## config.mk

```make
export PLATFORM = sky130hd
export DESIGN_NAME = instr_fetch_queue
export DESIGN_NICKNAME = d
export VERILOG_FILES = /design/src/rtl/instr_fetch_queue.sv
export SDC_FILE = /design/constraint.sdc
export NUM_CORES = 1
export LEC_CHECK = 0
export ABC_AREA = 1
export BUFFER_PORTS_ARGS = -buffer_cell sky130_fd_sc_hd__buf_2
export CORE_MARGIN = 4
export CORE_UTILIZATION = 60
export CTS_CLUSTER_SIZE = 30
export DETAILED_ROUTE_END_ITERATION = 16
export PLACE_DENSITY = 0.83
export SETUP_SLACK_MARGIN = 0.5
export SYNTH_ARGS = -nofsm -noshare
export SYNTH_HDL_FRONTEND = slang
export SYNTH_SLANG_ARGS = --single-unit
```

## constraint.sdc

```tcl
create_clock -name clk -period 6.9 [get_ports clk]
set_input_delay 0 -clock clk [delete_from_list [all_inputs] [get_ports clk]]
set_output_delay 0 -clock clk [all_outputs]
set_load 0.005 [all_outputs]
```

## src/rtl/instr_fetch_queue.sv

```systemverilog
// Instruction prefetch queue: buffers fetched {pc, instr} pairs in a small
// circular FIFO between the fetcher and decode. It raises fetch_stall one
// entry before full, discards all entries on flush, and keeps a sticky
// overflow flag.
module instr_fetch_queue #(
   parameter int DEPTH   = 4,
   parameter int ADDR_W  = 32,
   parameter int INSTR_W = 32
) (
   input  logic                       clk,
   input  logic                       rst,
   input  logic                       in_valid,
   input  logic [ADDR_W-1:0]          in_pc,
   input  logic [INSTR_W-1:0]         in_instr,
   output logic                       in_ready,
   output logic                       fetch_stall,
   output logic                       out_valid,
   output logic [ADDR_W-1:0]          out_pc,
   output logic [INSTR_W-1:0]         out_instr,
   input  logic                       out_ready,
   input  logic                       flush,
   output logic [$clog2(DEPTH):0]     count,
   output logic                       ovf_err
);

   localparam int PW = $clog2(DEPTH);
   localparam int CW = PW + 1;

   localparam logic [CW-1:0] FULL_LVL  = CW'(DEPTH);
   localparam logic [CW-1:0] STALL_LVL = CW'(DEPTH - 1);

   // Storage is not reset; occupancy is tracked only by count_q.
   logic [ADDR_W-1:0]  pc_mem    [DEPTH];
   logic [INSTR_W-1:0] instr_mem [DEPTH];

   logic [PW-1:0] wr_ptr_q, wr_ptr_d;
   logic [PW-1:0] rd_ptr_q, rd_ptr_d;
   logic [CW-1:0] count_q, count_d;
   logic          ovf_err_q, ovf_err_d;

   logic full;
   logic empty;
   logic push;
   logic pop;

   // Status flags and handshake qualifiers; flush suppresses both push and pop.
   always_comb begin
      full        = (count_q == FULL_LVL);
      empty       = (count_q == '0);
      in_ready    = !full;
      fetch_stall = (count_q >= STALL_LVL);
      out_valid   = !empty;
      push        = in_valid && !full && !flush;
      pop         = !empty && out_ready && !flush;
   end

   // Head of queue, forced to zero when the queue is empty.
   always_comb begin
      out_pc    = '0;
      out_instr = '0;
      if (!empty) begin
         out_pc    = pc_mem[rd_ptr_q];
         out_instr = instr_mem[rd_ptr_q];
      end
   end

   // Next-state logic for the pointers, the occupancy count and the sticky overflow flag.
   always_comb begin
      wr_ptr_d  = wr_ptr_q;
      rd_ptr_d  = rd_ptr_q;
      count_d   = count_q;
      ovf_err_d = ovf_err_q;
      if (flush) begin
         wr_ptr_d = '0;
         rd_ptr_d = '0;
         count_d  = '0;
      end else begin
         if (push) begin
            wr_ptr_d = wr_ptr_q + PW'(1);
         end
         if (pop) begin
            rd_ptr_d = rd_ptr_q + PW'(1);
         end
         if (push && !pop) begin
            count_d = count_q + CW'(1);
         end else if (pop && !push) begin
            count_d = count_q - CW'(1);
         end
         if (in_valid && full) begin
            ovf_err_d = 1'b1;
         end
      end
   end

   // Control state register with asynchronous active-low reset.
   always_ff @(posedge clk or negedge rst) begin
      if (!rst) begin
         wr_ptr_q  <= '0;
         rd_ptr_q  <= '0;
         count_q   <= '0;
         ovf_err_q <= 1'b0;
      end else begin
         wr_ptr_q  <= wr_ptr_d;
         rd_ptr_q  <= rd_ptr_d;
         count_q   <= count_d;
         ovf_err_q <= ovf_err_d;
      end
   end

   // Entry storage write on an accepted push.
   always_ff @(posedge clk) begin
      if (push) begin
         pc_mem[wr_ptr_q]    <= in_pc;
         instr_mem[wr_ptr_q] <= in_instr;
      end
   end

   assign count   = count_q;
   assign ovf_err = ovf_err_q;

endmodule

```

Yosys cells after proc, flatten, opt, wreduce, memory -nomap -nowiden
Memories as Yosys holds them, arrays and structs flattened.
Index checks and enable logic that the tools add are counted.
{"block": "classes", "add_sub_neg": 4, "mul": 0, "div": 0, "n_lt_le_gt_ge": 1, "n_eq_ne": 1, "n_shift": 0, "mux": 11, "n_bitwise": 1, "n_reduce_logical": 17}
{"operator": "$mux W32", "n": 2}
{"operator": "$mux W3", "n": 3}
{"operator": "$mux W2", "n": 4}
{"operator": "$logic_and A1 B1 Y1", "n": 7}
{"operator": "$logic_not A1 Y1", "n": 5}
{"operator": "$add A2 B1 Y2 const B", "n": 2}
{"operator": "$reduce_bool A2 Y1", "n": 2}
{"operator": "$add A3 B1 Y3 const B", "n": 1}
{"operator": "$eq A3 B3 Y1 const B", "n": 1}
{"operator": "$ge A3 B2 Y1 const B", "n": 1}
{"operator": "$logic_not A3 Y1", "n": 1}
{"operator": "$reduce_bool A3 Y1", "n": 1}
{"operator": "$sub A3 B1 Y3 const B", "n": 1}
{"operator": "$mux W1", "n": 2}
{"operator": "$reduce_and A2 Y1", "n": 1}
{"operator": "$not A1 Y1", "n": 1}
{"block": "totals", "reg_bits": 8, "latch_bits": 0, "ramBits": 256, "romBits": 0, "input_bits": 69, "out_inout_bits": 71, "elab_cells": 41, "mem_count": 2}
{"memory": "instr_mem", "depth": 4, "width": 32, "read_ports": 1, "rd_clocked_by_memory_dff": 0, "write_ports": 1, "line": "34", "rtl": "logic [INSTR_W-1:0] instr_mem [DEPTH];"}
{"memory": "pc_mem", "depth": 4, "width": 32, "read_ports": 1, "rd_clocked_by_memory_dff": 0, "write_ports": 1, "line": "33", "rtl": "logic [ADDR_W-1:0] pc_mem [DEPTH];"}

Logic depth before layout (Yosys ltp)
Gate-level depths: netlist of the first run.
{"block": "logic_depth", "depth_word": 9, "depth_mapped": 12, "ltp_nobuf": 12}

Worst setup path after synthesis of the first run
OpenSTA, ideal clock, no wires.
{"block": "synth_path", "kind": "flip-flop to flip-flop", "start": "register count_q[2], in the netlist count[2]", "end": "memory instr_mem[0][0], enable pin", "setup_ns": 0.487, "arrival_ns": 3.425, "required_ns": 6.413, "setup_slack_ns": 2.988, "path_stages_with_launch": 4, "path_buffers": 0, "synth_period_minus_slack_ns": 3.912, "cell_sequence": "dfrtp_1 > nand2_1 > nand3_1 > nor2_1"}
{"block": "synth_between", "elab_chain_cells": 6}
{"item": "from (decl)", "line": "38", "rtl": "logic [CW-1:0] count_q, count_d;"}
{"item": "from (signal assigned)", "line": "105", "rtl": "count_q <= count_d;"}
{"item": "$eq A3 B3 Y1", "line": "48", "rtl": "full = (count_q == FULL_LVL);"}
{"item": "$logic_not A1 Y1"}
{"item": "named net in_ready", "line": "15", "rtl": "output logic in_ready,"}
{"item": "$logic_and A1 B1 Y1 (2 in series)", "line": "53", "rtl": "push = in_valid && !full && !flush;"}
{"item": "$mux W1", "line": "112", "rtl": "if (push) begin"}
{"item": "$mux W1 (not written as such)", "line": "114", "rtl": "instr_mem[wr_ptr_q] <= in_instr;"}
{"item": "to (decl)", "line": "34"}
The timed path passes the listed nets, and every way through them passes these cells.

Worst setup path in the final report of the first run
{"block": "layout_path", "start": "register rd_ptr_q[0]", "end": "output port out_instr[21]"}
{"block": "layout_between", "elab_chain_cells": 2}
{"item": "from (decl)", "line": "37", "rtl": "logic [PW-1:0] rd_ptr_q, rd_ptr_d;"}
{"item": "from (signal assigned)", "line": "104", "rtl": "rd_ptr_q <= rd_ptr_d;"}
{"item": "$mem_v2 Z4 W32"}
{"item": "$mux W32", "line": "61", "rtl": "if (!empty) begin"}
{"item": "to (decl)", "line": "19", "rtl": "output logic [INSTR_W-1:0] out_instr,"}
Every way passes these cells.

==> impl_results.md, run 1 <==
* Status: finished, final reports clean
* TNS Setup at 0 ns
* DR WL/cell at 18.1 µm
* Final ANT Viol Nets at 0
* Vias in the first global route at 6926
* Global route overflow at 0
* Synth top area cells: edfxtp_1, nor2_1, o21ai_0
* Core area at 16800 µm²
* DR iter-0 viols at 537
* Largest net degree at the start of global routing at 80
* Required time of the critical path at 6.90 ns
* CTS HTree Levels at 1
* Final Routed Wirelength at 22800 µm
* Share of cells above drive strength 1 at 19.0%
* Num CTS Buffers at 26
* Top FF cell, synth: edfxtp_1
* Cell area after synthesis at 10400 µm²
* Setup CP Type: register to output pin
* CTS sink cnt at 264
* Fin crit share at 51.3%
* Clock Path Buffers at 3
* Routed vias at 6963
* Sequential element share of the synthesized area at 76.1%
* Number of enable flip-flop cells after synthesis at 256
* RSZ-0062 raised after global routing: no
* Setup Viol. Count Final at 0
* WP data arrival at 3.54 ns
* FILL cells at 1031
* Root buffer cell: clkbuf_16
* Fin util at 76.0%
* PD cells at 340 nW/µm²
* Iteration count of the initial detailed-routing pass at 5
* Boundary pin count at 140
* TritonCTS clock tree: yes
* DIE HEIGHT at 139 µm
* Full die area at 19500 µm²
* Multi-input gate area at 2210 µm²
* Clock slew at reported path FFs at 0.06 ns
* DRC at 0
* Max_slew headroom at 33.6%
* Die outline width at 139 µm
* Fmax at 282 MHz
* Std-Cell Rows at 47
* Ys Warns at 0
* CP Capture Type: output pin
* Distinct cell type count after synthesis at 21
* First-pass GRT wire length at 35300 µm
* Ys async rst share at 3.03%
* Vias/cell at 5.53
* Post-Synthesis Cells at 820
* # Max-Cap Violations at 0
* Startpoint Class: register
* Mapped Nets at 894
* Peak VDD IR at 0.294 mV
* Share of the synthesized area in the top cell type at 74.1%
* Syn-to-layout area delta at 22.8%
* Endpoints failing hold at 0
* Antenna Cells at 0
* Final-stage net count at 1093
* Yosys reg bits at 264
* Final Slew Violations at 0
* Leakage power at 4.67 nW
* Avg Cell Area, Syn at 12.6 µm²
* Worst slew pin tran at 0.993 ns
* Overall Global Routing Usage at 22.7%
* FF/Latch Area at 7890 µm²
* Largest area contributor in the synthesized netlist: edfxtp_1
* Critical path fanouts, max at 79
* HP Class: input port to register
* Initial antenna violation count at 0
* Clk Latency, worst-skew pair at 0.51 ns
* Min Tclk post-route at 3.54 ns
* Starting Density at 61.9%
* Postcts setup bufs at 0
* DPL Wire Length at 12000 µm
* Clock skew at 0.0145 ns
* IO Port Bufs at 139
* Final GP Congestion at 0.786
## per-stage QoR
stage               cells  worst slack [ns]  hold slack, ns  instance area, µm²  total power, W
floorplan             820              2.99          -0.296               10400         0.00255
global placement     1141              3.91          -0.145               11200         0.00294
detailed placement   1141              3.85          -0.146               11200         0.00297
CTS                  1258              3.26           0.216               12700         0.00435
global route         1258              3.05           0.227               12700         0.00455
finish               1258              3.36           0.243               12700         0.00434
## logic make-up (layout without fill, tap and decap cells)
| logic type | count (synthesis) | in the layout | synth area share (%) |
|---|---|---|---|
| AO/OA/AOI/OAI | 202 | 202 | 9.81 |
| adder cells (fa/ha/maj) | 5 | 5 | 0.676 |
| buffers and inverters | 63 | 281 | 2.94 |
| AND/OR/NAND/NOR | 285 | 285 | 10.4 |
| XOR/XNOR | 1 | 1 | 0.0845 |
| flip-flops | 264 | 264 | 76.1 |
## cells in the final DEF, fill, tap and decap left out
cell type	Yosys	routed
dfrtp_1	8	6
clkinv_4	0	1
o21ai_1	12	12
o21bai_1	1	1
buf_4	14	9
nor3_1	1	1
edfxtp_1	256	256
dfrtp_4	0	1
clkinv_2	0	4
buf_2	13	139
nand3_1	4	4
fa_1	1	1
dfrtp_2	0	1
nor2_1	263	259
ha_1	4	4
inv_2	4	3
inv_1	12	12
nor2_4	0	4
a21o_2	1	1
clkbuf_8	0	2
o21ai_0	121	121
nand2_2	2	2
clkinvlp_4	0	1
xnor2_1	1	1
clkbuf_16	0	27
a21oi_1	67	67
clkinv_1	0	4
bufinv_16	0	2
dlygate4sd3_1	0	70
nand2_1	15	15
clkbuf_1	15	7
## worst max-delay path, cell delays in order (launching register included)
cell      delay [ns]
dfrtp_4         0.91
clkinv_2        0.94
buf_4           0.58
o21ai_0         0.29
a21oi_1         0.10
buf_2           0.16
## area by class of cell
| class | instances | share of cell area [%] |
|---|---|---|
| multi-input combinational | 493 | 17.3 |
| tap | 220 | 2.16 |
| clock buffer | 36 | 5.73 |
| timing repair buffer | 218 | 11.5 |
| sequential | 264 | 62.0 |
| inverter | 16 | 0.481 |
| clock inverter | 11 | 0.835 |
## synthesized netlist by cell type, types with 4 or more instances
library cell	n
nand2_1	15
o21ai_1	12
a21oi_1	67
buf_1	5
inv_2	4
edfxtp_1	256
nand3_1	4
inv_1	12
buf_2	13
buf_4	14
clkbuf_1	15
o21ai_0	121
dfrtp_1	8
ha_1	4
nor2_1	263
## state kept, by name, indices dropped and copies added (netlist names)
| name | flops |
|---|---|
| pc_mem | 128 |
| wr_ptr_q | 2 |
| count | 3 |
| rd_ptr_q | 2 |
| instr_mem | 128 |
| ovf_err | 1 |
## power breakdown
part           switching [W]  internal (W)  leakage, nW  total [W]
registers          0.0000621       0.00186         2.42    0.00192
clock network       0.000551      0.000811        0.406    0.00136
logic               0.000665      0.000384         1.84    0.00105
total                0.00128       0.00306         4.67    0.00434
## path summary, 6_finish.rpt
kind | start | slack [ns] | cells past startpoint | to
hold / removal | in_instr[14] | 0.24 | 2 | instr_mem[3][14]
min in group asynchronous | rst | 0.47 | 3 | count[0]
hold reg to reg | ovf_err | 0.49 | 1 | ovf_err
max in group asynchronous | rst | 6.10 | 3 | rd_ptr_q[0]
setup reg to reg | rd_ptr_q[0] | 3.41 | 5 | rd_ptr_q[0]
setup / recovery | rd_ptr_q[0] | 3.36 | 5 | out_instr[21]
## metal layers
metal / routed length (µm) / GRT usage (%) / vias up
li1: - / - / 3295
met1: 8760 / 28.3 / 3368
met2: 12100 / 41.8 / 267
met3: 1540 / 3.60 / 33
met4: 369 / 5.41 / 0
met5: 0 / 0 / -
## what timing repair did
item                      CTS  global route
hold buffers               70             0
resized for setup           0             0
hold endpoints to repair  272             0
Note: power is estimated with default switching activity, not from simulation.
==> run 2, diff against run 1 <==
--- a/config.mk
+++ b/config.mk
@@ -8,10 +8,10 @@
 export ABC_AREA = 1
 export BUFFER_PORTS_ARGS = -buffer_cell sky130_fd_sc_hd__buf_2
 export CORE_MARGIN = 4
-export CORE_UTILIZATION = 60
+export CORE_UTILIZATION = 57
 export CTS_CLUSTER_SIZE = 30
 export DETAILED_ROUTE_END_ITERATION = 16
-export PLACE_DENSITY = 0.83
+export PLACE_DENSITY = 0.79
 export SETUP_SLACK_MARGIN = 0.5
 export SYNTH_ARGS = -nofsm -noshare
 export SYNTH_HDL_FRONTEND = slang
==> constraint.sdc (replaced) <==
create_clock -name clk -period 3.35 [get_ports clk]
set_input_delay 0 -clock clk [delete_from_list [all_inputs] [get_ports clk]]
set_output_delay 0 -clock clk [all_outputs]
set_load 0.005 [all_outputs]
==> run 2 against run 1 <==
Effect of this change:
- clock power grew 110%
- sequential share of layout area shrank 0.37 points
- setup slack lost 2.7 ns
- cell count grew 0.79%
- final area grew 0.61%
- routed wire length shrank 1.5%
- largest cell class unchanged
- register-to-register slack lost 2.2 ns
- sequential cell count is the same
- first-iteration DRC count grew 4.3%
==> impl_results.md, run 2 (same netlist as run 1, synthesis figures left out) <==
* Status: finished, final reports clean
* CP Cell Sequence: buf_4 -> buf_8 -> nor2_1 -> nor2_1 -> o21ai_0 -> a21oi_1 -> buf_2
* Setup CP Type: register to output pin
* Final Routed Wirelength at 22400 µm
* Full die area at 20400 µm²
* Worst Path Buf+Inv at 3
* HP Class: input port to register
* Vias/cell at 5.44
* Global route overflow at 0
* First-pass GRT wire length at 34800 µm
* DPL Wire Length at 11700 µm
* WP data arrival at 2.68 ns
* Endpoints failing hold at 0
* Boundary pin count at 140
* Syn-to-layout area delta at 23.6%
* Routed vias at 6894
* Final GP Congestion at 0.784
* Non-Filler Instances at 1268
* Root buffer cell: clkbuf_16
* Worst slew pin tran at 0.835 ns
* Clock slew at reported path FFs at 0.06 ns
* Critical-path top delay cell: buf_4
* Clock Path Buffers at 3
* Final critical-path setup slack at 0.669 ns
* Vias in the first global route at 6867
* Fmax at 373 MHz
* PD cells at 699 nW/µm²
* Most common cell after layout, fill and taps aside: nor2_1
* Setup Viol. Count Final at 0
* Dpl cells at 1153
* DIE HEIGHT at 143 µm
* Commonest cells after routing, fill and taps aside: nor2_1, edfxtp_1, buf_2, o21ai_0, dlygate4sd3_1
* Iteration count of the initial detailed-routing pass at 7
* Largest net degree at the start of global routing at 69
* Initial antenna violation count at 0
* # Max-Cap Violations at 0
* CP delay by family, top: buffers and inverters
* Share of cells above drive strength 1 at 18.9%
* Overall Global Routing Usage at 21.8%
* CTS sink cnt at 264
* Crit-path most repeated cell: nor2_1
* CTS HTree Levels at 1
* DR WL/cell at 17.7 µm
* Final ANT Viol Nets at 0
* Leakage power at 4.69 nW
* Num CTS Buffers at 25
* FF/Latch Area at 7890 µm²
* Die outline width at 143 µm
* Fin util at 71.6%
* CP Capture Type: output pin
* Fin crit share at 80.0%
* Critical path fanouts, max at 68
* Antenna Cells at 0
* Peak VDD IR at 0.526 mV
* DR iter-0 viols at 560
* Crit-path max cell delay at 0.52 ns
* Final Slew Violations at 0
* Starting Density at 57.9%
* IO Port Bufs at 139
* Startpoint Class: register
* TNS Setup at 0 ns
* RSZ-0062 raised after global routing: no
* Max_slew headroom at 44.3%
* Multi-input gate area at 2210 µm²
* Min Tclk post-route at 2.68 ns
* Clock skew at 0.00532 ns
* TritonCTS clock tree: yes
* Final-stage net count at 1095
* Postcts setup bufs at 0
* FILL cells at 1192
* Clk Latency, worst-skew pair at 0.51 ns
* Core area at 17900 µm²
* DRC at 0
* Required time of the critical path at 3.35 ns
* Post-place setup slack at 0.942 ns
* Std-Cell Rows at 49
==> run 2: changes by cell type in the layout (fill, tap and decap cells not counted), sizes merged <==
cell / previous run / this run
clkinvlp: 1 / 0
buf: 148 / 151
clkbuf: 36 / 32
clkinv: 9 / 10
bufinv: 2 / 4
==> run 2: worst paths after layout <==
kind	cells past startpoint	slack, ns	startpoint	end
setup / recovery	7	0.67	rd_ptr_q[0]	out_pc[14]
max in group asynchronous	3	2.57	rst	rd_ptr_q[0]
setup reg to reg	4	1.18	rd_ptr_q[0]	rd_ptr_q[0]
hold / removal	2	0.24	in_instr[8]	instr_mem[2][8]
min in group asynchronous	3	0.47	rst	rd_ptr_q[0]
hold reg to reg	1	0.48	ovf_err	ovf_err
==> run 2: layout make-up <==
| class | count | share of cell area, % |
|---|---|---|
| clock buffer | 32 | 5.09 |
| clock inverter | 13 | 1.23 |
| inverter | 16 | 0.478 |
| multi-input combinational | 493 | 17.2 |
| sequential | 264 | 61.6 |
| tap | 229 | 2.24 |
| timing repair buffer | 221 | 12.1 |
==> run 2: where the power goes <==
part	switching [W]	leakage, nW	internal, W
clock network	0.00112	0.394	0.00168
registers	0.0000607	2.42	0.00384
logic	0.00144	1.88	0.000825
total	0.00262	4.69	0.00634
==> run 2: metrics by stage <==
stage	hold slack [ns]	cell area, µm²	power, W
floorplan	-0.296	10400	0.00525
global placement	-0.145	11300	0.00610
detailed placement	-0.144	11300	0.00615
CTS	0.217	12800	0.00901
global route	0.234	12800	0.00940
finish	0.241	12800	0.00895
==> run 2: repair_timing <==
action	in CTS	in global routing
resized for setup	1	2
pin swaps	0	0
endpoints found under the setup margin	16	10
endpoints found under the hold margin	272	0
hold buffers	70	0
==> run 2: metal layers <==
metal / track usage (%) / routed length (µm) / vias up
met5: 0 / 0 / -
met4: 7.80 / 649 / 0
met3: 3.25 / 1290 / 52
met2: 39.0 / 11500 / 240
met1: 27.2 / 8990 / 3301
li1: - / - / 3301
==> run 3, diff against run 2 <==
--- a/config.mk
+++ b/config.mk
@@ -8,10 +8,10 @@
 export ABC_AREA = 1
 export BUFFER_PORTS_ARGS = -buffer_cell sky130_fd_sc_hd__buf_2
 export CORE_MARGIN = 4
-export CORE_UTILIZATION = 57
+export CORE_UTILIZATION = 52
 export CTS_CLUSTER_SIZE = 30
 export DETAILED_ROUTE_END_ITERATION = 16
-export PLACE_DENSITY = 0.79
+export PLACE_DENSITY = 0.76
 export SETUP_SLACK_MARGIN = 0.5
 export SYNTH_ARGS = -nofsm -noshare
 export SYNTH_HDL_FRONTEND = slang
==> constraint.sdc (replaced) <==
create_clock -name clk -period 2.2 [get_ports clk]
set_input_delay 0 -clock clk [delete_from_list [all_inputs] [get_ports clk]]
set_output_delay 0 -clock clk [all_outputs]
set_load 0.005 [all_outputs]
==> run 3 against run 2 <==
Effect of this change:
- register-to-register slack worse by 0.78 ns
- sequential power is 52% higher
- clock skew is 0.011 ns higher
- critical path depth stayed put
- routed wire length is 23% higher
- first-iteration DRC count is 9.1% higher
- sequential cell count stayed put
- setup slack worse by 0.43 ns
- largest cell class unchanged
- highest routed layer unchanged
==> impl_results.md, run 3 (same netlist as run 1, synthesis figures left out) <==
* Leakage power at 5.15 nW
* RSZ-0062 raised after global routing: yes
* PnR Total Power at 0.0154 W
* FILL cells at 1276
* Final Routed Wirelength at 27500 µm
* Peak VDD IR at 0.762 mV
* Final GP Congestion at 0.788
* Most common cell after layout, fill and taps aside: edfxtp_1
* Min Tclk post-route at 1.96 ns
* Full die area at 22300 µm²
* Initial antenna violation count at 0
* Clock skew at 0.0165 ns
* DPL Wire Length at 11900 µm
* Multi-input gate area at 2340 µm²
* TritonCTS clock tree: yes
* Worst slew pin tran at 0.534 ns
* Clock slew at reported path FFs at 0.06 ns
* Crit-path most repeated cell: buf_12
* DRC at 0
* Share of cells above drive strength 1 at 25.6%
* Crit-path max cell delay at 0.51 ns
* Root buffer cell: clkbuf_16
* Global route overflow at 0
* Fmax at 511 MHz
* CTS HTree Levels at 1
* Starting Density at 53.1%
* DR iter-0 viols at 611
* CP Capture Type: output pin
* Critical path fanouts, max at 10
* IO Port Bufs at 139
* Max_slew headroom at 64.4%
* Startpoint Class: register
* First-pass GRT wire length at 39000 µm
* Clk Latency, worst-skew pair at 0.52 ns
* Boundary pin count at 140
* Routed vias at 7414
* Fin crit share at 88.9%
* PD cells at 1110 nW/µm²
* Die outline width at 149 µm
* DR WL/cell at 20.4 µm
* Syn-to-layout area delta at 33.9%
* Core area at 19500 µm²
* WP data arrival at 1.96 ns
* Final ANT Viol Nets at 0
* Vias in the first global route at 7179
* Status: finished, final reports clean
* Clock Path Buffers at 3
* Largest net degree at the start of global routing at 65
* Final Slew Violations at 0
* Required time of the critical path at 2.20 ns
* Std-Cell Rows at 51
* Iteration count of the initial detailed-routing pass at 5
* # Max-Cap Violations at 0
* Overall Global Routing Usage at 22.6%
* Num CTS Buffers at 26
* Critical-path top delay cell: dfrtp_4
* DIE HEIGHT at 149 µm
* Endpoints failing hold at 0
* Commonest cells after routing, fill and taps aside: edfxtp_1, nor2_1, buf_2, o21ai_0, dlygate4sd3_1
* Worst reg-to-reg setup slack at 0.40 ns
* FF/Latch Area at 7890 µm²
* HP Class: input port to register
* TNS Setup at 0 ns
* CP Cell Sequence: buf_12 -> clkinv_16 -> buf_16 -> buf_12 -> o21ai_0 -> a21oi_1 -> buf_2
* CTS sink cnt at 264
* Vias/cell at 5.50
* Setup CP Type: register to output pin
* Final-stage net count at 1135
* Setup Viol. Count Final at 0
[run 3: layout make-up]
cell class                      count  area share [%]
Tap cell                          265            2.39
Timing Repair Buffer              260            16.7
Inverter                           16           0.640
Clock buffer                       28            4.89
Sequential cell                   264            56.9
Clock inverter                     20            1.66
Antenna cell                        1          0.0180
Multi-Input combinational cell    493            16.8
[run 3: critical path, delay by kind of cell (launching register included)]
family,cells,cell delay (ns)
flops,1,0.51
compound gates,2,0.26
buf+inv,5,0.65
[run 3: path summary, 6_finish.rpt]
path / start / endpoint / cells after the start
max: rd_ptr_q[0] / out_instr[9] / 7
min: in_instr[24] / instr_mem[0][24] / 2
max reg2reg: count[1] / count[2] / 11
min reg2reg: ovf_err / ovf_err / 1
max in group asynchronous: rst / rd_ptr_q[0] / 3
min in group asynchronous: rst / count[1] / 3
[run 3: layer usage]
metal | share of wire, % | GRT usage [%]
met1 | 38 | 29.7
met2 | 50 | 39.0
met3 | 8.6 | 3.40
met4 | 2.6 | 7.14
met5 | 0 | 0
[run 3: per-stage QoR]
| step | utilization, % | std cells | hold WS [ns] | cell area, µm² | worst slack [ns] |
|---|---|---|---|---|---|
| after CTS | 69.3 | 1332 | 0.199 | 13500 | 0.276 |
| after global routing | 71.1 | 1346 | 0.220 | 13900 | 0.162 |
| after global placement | 58.5 | 1192 | -0.145 | 11400 | 0.367 |
| after floorplan | - | 820 | -0.296 | 10400 | 0.0769 |
| final | 71.1 | 1347 | 0.217 | 13900 | 0.244 |
| after detailed placement | 58.5 | 1192 | -0.140 | 11400 | 0.295 |
[run 3: repair_timing]
item	CTS	global route
pin swaps	19	30
gates cloned	9	9
endpoints found under the setup margin	66	215
hold buffers	69	0
hold endpoints to repair	272	0
gates resized for setup	39	38
setup buffers	14	5
[run 3: power by group]
part	internal, W	switching, W	total (W)	leakage, nW
clock	0.00282	0.00182	0.00464	0.442
sequential	0.00584	0.000101	0.00594	2.42
combinational	0.00206	0.00277	0.00483	2.29
total	0.0107	0.00469	0.0154	5.15
